==> config.mk <==
export PLATFORM = sky130hd
export DESIGN_NAME = pipelined_phase_accumulator
export DESIGN_NICKNAME = d
export VERILOG_FILES = /design/src/rtl/synth_pkg.sv /design/src/rtl/chunk_adder_stage.sv /design/src/rtl/pipelined_phase_accumulator.sv
export SDC_FILE = /design/constraint.sdc
export NUM_CORES = 1
export LEC_CHECK = 0
export CORE_ASPECT_RATIO = 1.75
export CORE_MARGIN = 4
export CORE_UTILIZATION = 45
export CTS_CLUSTER_DIAMETER = 100
export DETAILED_ROUTE_END_ITERATION = 12
export DONT_BUFFER_PORTS = 1
export HOLD_SLACK_MARGIN = 0.06
export PLACE_DENSITY = 0.69
export SYNTH_ARGS = -nofsm -noshare
export SYNTH_HDL_FRONTEND = slang
export SYNTH_SLANG_ARGS = --single-unit
==> constraint.sdc <==
create_clock -name clk -period 4.51 [get_ports clk]
set_clock_uncertainty 0.2 [all_clocks]
set_input_delay 0.451 -clock clk [delete_from_list [all_inputs] [get_ports clk]]
set_output_delay 0.451 -clock clk [all_outputs]
set_load 0.02 [all_outputs]
==> src/rtl/synth_pkg.sv <==
// Shared definitions for the oscillator phase path.
//   PHASE_WIDTH / CHUNK_WIDTH / NUM_VOICES : default geometry of the accumulator
//   voice_idx_t : voice index at the default voice count
//   stage_t     : pipeline-stage layout at the default geometry
package synth_pkg;

    localparam int unsigned PHASE_WIDTH = 32;
    localparam int unsigned CHUNK_WIDTH = 8;
    localparam int unsigned NUM_VOICES  = 8;
    localparam int unsigned VOICE_BITS  = $clog2(NUM_VOICES);

    typedef logic [VOICE_BITS-1:0] voice_idx_t;

    typedef struct packed {
        logic                     valid;
        logic                     kill;
        voice_idx_t               voice;
        logic [PHASE_WIDTH-1:0]   acc;
        logic [2*PHASE_WIDTH-1:0] opnd_hi;
        logic                     carry;
    } stage_t;

endpackage

==> src/rtl/chunk_adder_stage.sv <==
// One registered slice of the carry-pipelined phase adder.
//   clk, rst_n : clock, asynchronous active-low reset
//   a, b, c_in : operand chunks and carry from the previous slice
//   sum, c_out : registered chunk sum and carry to the next slice
module chunk_adder_stage #(
    parameter int unsigned CHUNK = 8
) (
    input  logic             clk,
    input  logic             rst_n,
    input  logic [CHUNK-1:0] a,
    input  logic [CHUNK-1:0] b,
    input  logic             c_in,
    output logic [CHUNK-1:0] sum,
    output logic             c_out
);

    always_ff @(posedge clk or negedge rst_n) begin
        if (!rst_n) begin
            {c_out, sum} <= '0;
        end else begin
            {c_out, sum} <= {1'b0, a} + {1'b0, b} + {{CHUNK{1'b0}}, c_in};
        end
    end

endmodule

==> src/rtl/pipelined_phase_accumulator.sv <==
// Time-multiplexed multi-voice phase accumulator. One voice per enabled cycle,
// chosen round-robin, advances phase += inc through a CHUNK-bit carry pipeline.
//   clk, rst_n          : clock, asynchronous active-low reset
//   en                  : issue the next voice this cycle
//   inc_we/addr/data    : increment register write
//   clr_we/addr         : zero a voice phase (note-on)
//   phase_out/voice_out : updated phase and its voice
//   wrap_out            : carry out of the top chunk
//   valid_out           : outputs carry a retired voice this cycle
module pipelined_phase_accumulator
    import synth_pkg::*;
#(
    parameter int unsigned WIDTH  = PHASE_WIDTH,
    parameter int unsigned CHUNK  = CHUNK_WIDTH,
    parameter int unsigned VOICES = NUM_VOICES
) (
    input  logic                      clk,
    input  logic                      rst_n,
    input  logic                      en,
    input  logic                      inc_we,
    input  logic [$clog2(VOICES)-1:0] inc_addr,
    input  logic [WIDTH-1:0]          inc_data,
    input  logic                      clr_we,
    input  logic [$clog2(VOICES)-1:0] clr_addr,
    output logic [WIDTH-1:0]          phase_out,
    output logic [$clog2(VOICES)-1:0] voice_out,
    output logic                      wrap_out,
    output logic                      valid_out
);

    localparam int unsigned NSTAGES = WIDTH / CHUNK;
    localparam int unsigned AW      = $clog2(VOICES);

    typedef logic [AW-1:0] vidx_t;

    // st[k] travels alongside adder k: acc holds result chunks 0..k-1,
    // opnd_a/opnd_b hold the operands still to be added by later slices.
    typedef struct packed {
        logic             valid;
        logic             kill;
        vidx_t            voice;
        logic [WIDTH-1:0] acc;
        logic [WIDTH-1:0] opnd_a;
        logic [WIDTH-1:0] opnd_b;
    } pipe_t;

    if (WIDTH % CHUNK != 0) begin : g_bad_chunk
        $error("WIDTH must be a multiple of CHUNK");
    end
    if (VOICES < NSTAGES) begin : g_bad_voices
        $error("VOICES must be at least WIDTH/CHUNK");
    end

    logic [WIDTH-1:0] phase_mem [VOICES];
    logic [WIDTH-1:0] inc_mem   [VOICES];
    vidx_t            ptr;
    pipe_t            st        [NSTAGES];
    pipe_t            issue;
    logic [CHUNK-1:0] sum       [NSTAGES];
    logic             carry     [NSTAGES];
    logic [WIDTH-1:0] rd_phase;
    logic [WIDTH-1:0] result;
    logic             wb_en;

    for (genvar k = 0; k < NSTAGES; k++) begin : g_stage
        if (k == 0) begin : g_first
            chunk_adder_stage #(.CHUNK(CHUNK)) u_add (
                .clk   (clk),
                .rst_n (rst_n),
                .a     (rd_phase[0 +: CHUNK]),
                .b     (issue.opnd_b[0 +: CHUNK]),
                .c_in  (1'b0),
                .sum   (sum[k]),
                .c_out (carry[k])
            );
        end else begin : g_rest
            chunk_adder_stage #(.CHUNK(CHUNK)) u_add (
                .clk   (clk),
                .rst_n (rst_n),
                .a     (st[k-1].opnd_a[k*CHUNK +: CHUNK]),
                .b     (st[k-1].opnd_b[k*CHUNK +: CHUNK]),
                .c_in  (carry[k-1]),
                .sum   (sum[k]),
                .c_out (carry[k])
            );
        end
    end

    always_comb begin
        result = st[NSTAGES-1].acc;
        result[(NSTAGES-1)*CHUNK +: CHUNK] = sum[NSTAGES-1];
    end

    assign wb_en = st[NSTAGES-1].valid && !st[NSTAGES-1].kill;

    // The register file is written at the end of the retire cycle, so a voice
    // re-issued in that same cycle (VOICES == NSTAGES) takes the result directly.
    always_comb begin
        rd_phase = phase_mem[ptr];
        if (wb_en && st[NSTAGES-1].voice == ptr) begin
            rd_phase = result;
        end
        issue        = '0;
        issue.valid  = en;
        issue.kill   = en && clr_we && (clr_addr == ptr);
        issue.voice  = ptr;
        issue.opnd_a = rd_phase;
        issue.opnd_b = inc_mem[ptr];
    end

    always_ff @(posedge clk or negedge rst_n) begin
        if (!rst_n) begin
            ptr <= '0;
            for (int unsigned k = 0; k < NSTAGES; k++) begin
                st[k] <= '0;
            end
        end else begin
            if (en) begin
                ptr <= (ptr == vidx_t'(VOICES - 1)) ? '0 : ptr + 1'b1;
            end
            st[0] <= issue;
            for (int unsigned k = 1; k < NSTAGES; k++) begin
                st[k]      <= st[k-1];
                st[k].kill <= st[k-1].kill || (clr_we && (clr_addr == st[k-1].voice));
                st[k].acc[(k-1)*CHUNK +: CHUNK] <= sum[k-1];
            end
        end
    end

    // Clear is applied after writeback so it wins on the same voice.
    always_ff @(posedge clk or negedge rst_n) begin
        if (!rst_n) begin
            for (int unsigned v = 0; v < VOICES; v++) begin
                phase_mem[v] <= '0;
                inc_mem[v]   <= '0;
            end
        end else begin
            for (int unsigned v = 0; v < VOICES; v++) begin
                if (wb_en && st[NSTAGES-1].voice == vidx_t'(v)) begin
                    phase_mem[v] <= result;
                end
                if (clr_we && clr_addr == vidx_t'(v)) begin
                    phase_mem[v] <= '0;
                end
                if (inc_we && inc_addr == vidx_t'(v)) begin
                    inc_mem[v] <= inc_data;
                end
            end
        end
    end

    assign phase_out = result;
    assign voice_out = st[NSTAGES-1].voice;
    assign wrap_out  = carry[NSTAGES-1];
    assign valid_out = st[NSTAGES-1].valid;

endmodule

* Word level (Yosys, flattened, before mapping)
Cells that the tools add are included.
** Operators by class
- Muxes and demuxes :: 24
- Equality and inequality tests :: 27
- Reductions and logical operators :: 46
- Order comparisons :: 1
- Bitwise gates (word level) :: 1
- Add/sub/neg operators :: 8
** Operators with widths (count)
- 32-bit two-way mux :: 21
- 32-bit binary-select mux with 3-bit select :: 2
- 3-bit equality test, second input constant :: 13
- 8-bit by 8-bit adder with 9-bit output :: 4
- 1-bit logical AND :: 31
- 9-bit by 1-bit adder with 9-bit output :: 3
- 3-bit by 2-bit equality test with 1-bit output, second input constant :: 6
- 2-bit nonzero test :: 8
- 3-bit equality test :: 5
- 3-bit by 1-bit equality test with 1-bit output, second input constant :: 3
- 3-bit zero test :: 3
- 4-bit greater-or-equal comparator, second input constant :: 1
- 3-bit inverter with 4-bit output :: 1
- 3-bit by 1-bit adder with 3-bit output, second input constant :: 1
- 1-bit logical OR :: 3
- 3-bit two-way mux :: 1
- 1-bit zero test :: 1
** Storage, ports and cells
- Register bits :: 811
- Output and inout bits :: 37

* Depth between registers and ports, before layout
- Word-level depth :: 6
- Depth in mapped cells :: 13
- Mapped depth without buffers :: 11

* Hierarchy
From an unflattened synthesis, not the netlist that was laid out.
** Unflattened totals
- Cells, all modules :: 2453
- Area, all modules :: 31576.5 sq um
** Modules (own cells, without submodules)
- pipelined_phase_accumulator :: instances 1, cells each 2256, area each 29334.4 sq um
- chunk_adder_stage (g_stage[1].g_rest.u_add ...) :: instances 3, cells each 49, area each 556.8 sq um
- chunk_adder_stage (g_stage[0].g_first.u_add) :: instances 1, cells each 50, area each 571.8 sq um

* Worst setup path after synthesis
OpenSTA, ideal clock, no wires.
- Kind :: reg-to-reg
- Start :: reg ptr[0]
- End :: reg g_stage[0].g_first.u_add.c_out
- Clock period less this slack :: 3352 ps
- Slack :: 1158 ps
- Library setup time :: 130 ps
- Cell stages (with the launch flop) :: 13
- Data arrival time :: 3022 ps
- Required time :: 4180 ps
- Cells stage by stage :: dfrtp_1 buf_2 buf_6 buf_2 mux4_2 mux2_2 ha_1 fa_1 a21o_1 a21oi_1 o21ai_0 nor4_1 a21oi_1
** On the way
- Word-level cells in the longest chain between the ends :: 6
- Elaborated cells between the ends (all ways) :: 11
- Classes of those cells :: add/sub (1); eq/ne (1); mux (7); bitwise (1); reduce/logical (1)
** RTL lines
- start, declared :: RTL line pipelined_phase_accumulator.sv:56 : vidx_t ptr;
- start signal, assigned :: RTL line pipelined_phase_accumulator.sv:119 : ptr <= (ptr == vidx_t'(VOICES - 1)) ? '0 : ptr + 1'b1;
- 3-bit inverter with 4-bit output (not written as such) :: RTL line pipelined_phase_accumulator.sv:99, pipelined_phase_accumulator.sv:108
- 32-bit binary-select mux with 3-bit select :: RTL line pipelined_phase_accumulator.sv:99 : rd_phase = phase_mem[ptr];
- 32-bit two-way mux (not written as such) (2 in series) :: RTL line pipelined_phase_accumulator.sv:99
- 32-bit two-way mux :: RTL line pipelined_phase_accumulator.sv:100 : if (wb_en && st[NSTAGES-1].voice == ptr) begin
- 8-bit by 8-bit adder with 9-bit output (*) :: RTL line chunk_adder_stage.sv:21 : {c_out, sum} <= {1'b0, a} + {1'b0, b} + {{CHUNK{1'b0}}, c_in};
- end signal, assigned :: RTL line chunk_adder_stage.sv:21
- end, declared :: RTL line chunk_adder_stage.sv:14 : output logic c_out
Every way passes the cells marked *; elsewhere a longest branch is shown, timed or not. The select of a mux whose other input is x is not followed.
A chain may end at the register's enable or synchronous reset.

==> impl_metrics.yaml <==
synthesis:
  synth_xor_area_frac: 0.00973
  synth_top_family_by_area: "multiplexers"
  ys_seq_area_frac: 0.585
  syn_nets: 2519
  synth_warnings: 0
  synth_mux_area_frac: 0.212
  synthSimpleGateAreaFrac: 0.0855
  syn-cell-area_um2: 30600
  synth_cell_types: 43
  synth_compound_area_frac: 0.0567
  synthCells: 2438
  syn_area_per_cell_um2: 12.6
  synth.ff_latch_count: 715
  synthAdderAreaFrac: 0.0173
sta:
  min_period_ns: 3.78
  min_period_over_period: 0.839
  finalSetupViolations: 0
  drv_slew: 0
  worst_pin_slew_ns: 1.43
  rsz0062_at_grt: "false"
  relSlewSlack: 0.0451
  finalHoldViolCount: 0
  fmax_mhz: 264
  hold_ws_ns: 0.114
  tns_ns: 0
die:
  num_rows: 126
  start_util: 0.454
  io_pins: 80
  fp.dieW_um: 205
  die_h_um: 353
  dieArea_um2: 72400
  core_area_um2: 67500
drt:
  antenna_left: 0
  drt_first_pass_iters: 6
  drtIter0Drc: 1841
  dr_total_vias: 18980
  vias_per_cell: 5.68
  route.final.wire_length_um: 76300
  route.detailed.drc: 0
  avgRoutedWirePerCell_um: 22.8
min_path:
  hold-path-endpoint: "inc_mem[163]"
  hold_class: "primary input to register"
  hp-start: "inc_addr[1]"
  min_path_cells: 2
cts:
  clock_latency_ns: 0.62
  h-tree-depth: 2
  cts.reportedPaths.clkPinSlew_ns: 0.07
  numCtsBuffers: 61
  cts.repair.resized: 0
  root_buffer: "clkbuf_16"
  cts_sinks: 715
  tritoncts: "built"
  cts_buffer_depth: 3
worst_setup_path:
  rr_startpoint: "ptr[0]"
  reg2reg_slack_ns: 0.80
  crit_required_ns: 4.63
  r2r_cells: 10
  worst_ep_arrival_time_ns: 3.90
  critPathLaunchType: "primary input"
  r2r-end: "g_stage[0].g_first.u_add.c_out"
  cp-end-kind: "async pin"
  path_max_fanout: 299
  path_class: "primary input to async pin"
cells_and_area:
  nNetsFinal: 2471
  synthToLayoutAreaGrowth_pct: 11.0
  final_layout_size_suffix_gt1_frac: 0.243
  design_area_um2: 34000
placed_design:
  place.gp.congestion: 0.778
  io_buffers: 0
  hpwl_um: 44200
  placed_cell_area_um2: 31200
pwr:
  irDropWorstVdd_mv: 0.432
  p_leak_nw: 14.6
  p_per_area_nw_per_um2: 699
job:
  drv_cap: 0
grt:
  grt_pass1_vias: 20588
  overflow: 0
  grt_antenna_before_repair: 5
  grt_max_degree: 716
  grt_pass1_wl_um: 120000
  grt_usage: 0.213
run_status:
  status: "complete, no violations"
[worst max-delay path by stage]
stage | from | end | slack [ns] | depth (start not counted)
floorplan | ptr[0] | g_stage[0].g_first.u_add.c_out | 1.16 | 12
finish | rst_n | ptr[2] | 0.73 | 4
detailed placement | ptr[0] | g_stage[0].g_first.u_add.sum[7] | 0.74 | 9
CTS | ptr[0] | g_stage[0].g_first.u_add.sum[7] | 0.74 | 9
global placement | ptr[0] | g_stage[0].g_first.u_add.sum[7] | 0.75 | 9
global route | rst_n | ptr[2] | 0.17 | 4
[worst max-delay path: stages]
cell and delay, ns:
dlygate4sd3_1 0.61, buf_16 0.57, buf_16 0.69, buf_16 0.97
[cells in the mapped netlist (all sizes together)]
cell type | number | area (µm²)
a211oi | 1 | 7.51
a21boi | 2 | 15.0
a21o | 2 | 15.0
a21oi | 273 | 1370
a311oi | 1 | 8.76
a41o | 3 | 30.0
and2b | 1 | 7.51
and3b | 2 | 17.5
buf | 98 | 582
clkbuf | 110 | 413
dfrtp | 715 | 17900
fa | 7 | 140
ha | 31 | 388
inv | 16 | 60.1
mux2 | 291 | 3280
mux2i | 32 | 320
mux4 | 128 | 2880
nand2 | 560 | 2100
nand2b | 5 | 31.3
nand3 | 3 | 15.0
nand3b | 2 | 15.0
nand4 | 2 | 12.5
nand4b | 5 | 43.8
nor2 | 32 | 120
nor2b | 9 | 56.3
nor3 | 12 | 75.1
nor3b | 4 | 50.1
nor4 | 3 | 40.0
nor4b | 2 | 30.0
o21a | 7 | 52.6
o21ai | 41 | 205
o31a | 3 | 26.3
o31ai | 1 | 7.51
xnor2 | 22 | 193
xor2 | 12 | 105
[what timing repair did]
item	in CTS	in global routing
buffers inserted	0	0
hold buffers	46	1
endpoints found under the setup margin	0	0
hold endpoints to repair	979	191
[where the power goes]
part	leakage, nW	switching, mW	internal (mW)
registers	8.95	2.03	8.73
logic	4.61	3.60	3.68
clock network	1.07	2.38	3.31
total	14.6	8.01	15.7
[cell usage in the layout (no fill, tap or decap), drive strengths merged, types with 4 or more instances in the layout]
master and count:
a21oi 273, buf 50, bufinv 10, clkbuf 85, clkinv 13, clkinvlp 5
dfrtp 715, diode 4, dlygate4sd3 47, fa 7, ha 31, inv 16
mux2 291, mux2i 32, mux4 128, nand2 560, nand2b 5, nand4b 5
nor2 32, nor2b 9, nor3 12, nor3b 4, o21a 7, o21ai 41
xnor2 22, xor2 12
[area by class of cell]
cell class / instances / area (µm²)
clock buffer: 85 / 1770
multi-input combinational: 1499 / 11800
antenna: 4 / 10.0
sequential: 715 / 17900
clock inverter: 28 / 422
fill: 5767 / 33500
inverter: 16 / 60.1
timing repair buffer: 97 / 918
tap: 896 / 1120
[through the flow]
step	setup slack, ns	utilization	instances	total power [mW]
6_report	0.728	0.503	3340	23.7
5_1_grt	0.167	0.503	3340	25.1
4_1_cts	0.740	0.502	3332	23.8
3_5_place_dp	0.738	0.463	3173	17.9
3_3_place_gp	0.748	0.463	3173	17.5
2_1_floorplan	1.16	-	2438	16.0
[routing by layer]
metal  vias to the layer above  wire length (µm)  track usage
li1                       8268                 -            -
met1                      9772             28500        0.261
met2                       723             39100        0.367
met3                       215              5070       0.0378
met4                         2              3640       0.0925
met5                         -                20            0
[cell families (layout without fill, tap and decap cells)]
logic type / after synthesis / after routing
AND/OR/NAND/NOR: 642 / 642
multiplexers: 451 / 451
flip-flops: 715 / 715
buffers and inverters: 224 / 226
adder cells (fa/ha/maj): 38 / 38
AO/OA/AOI/OAI: 334 / 334
other: 0 / 4
XOR/XNOR: 34 / 34
[sequential cells by signal (all words and copies together), names as in the netlist, 8 cells and up]
register and cells:
st 136, phase_out 24, g_stage.g_first.u_add.sum 8, inc_mem 256, g_stage.g_rest.u_add.sum 24, phase_mem 256
No activity file was read; power rests on OpenSTA's default activity.
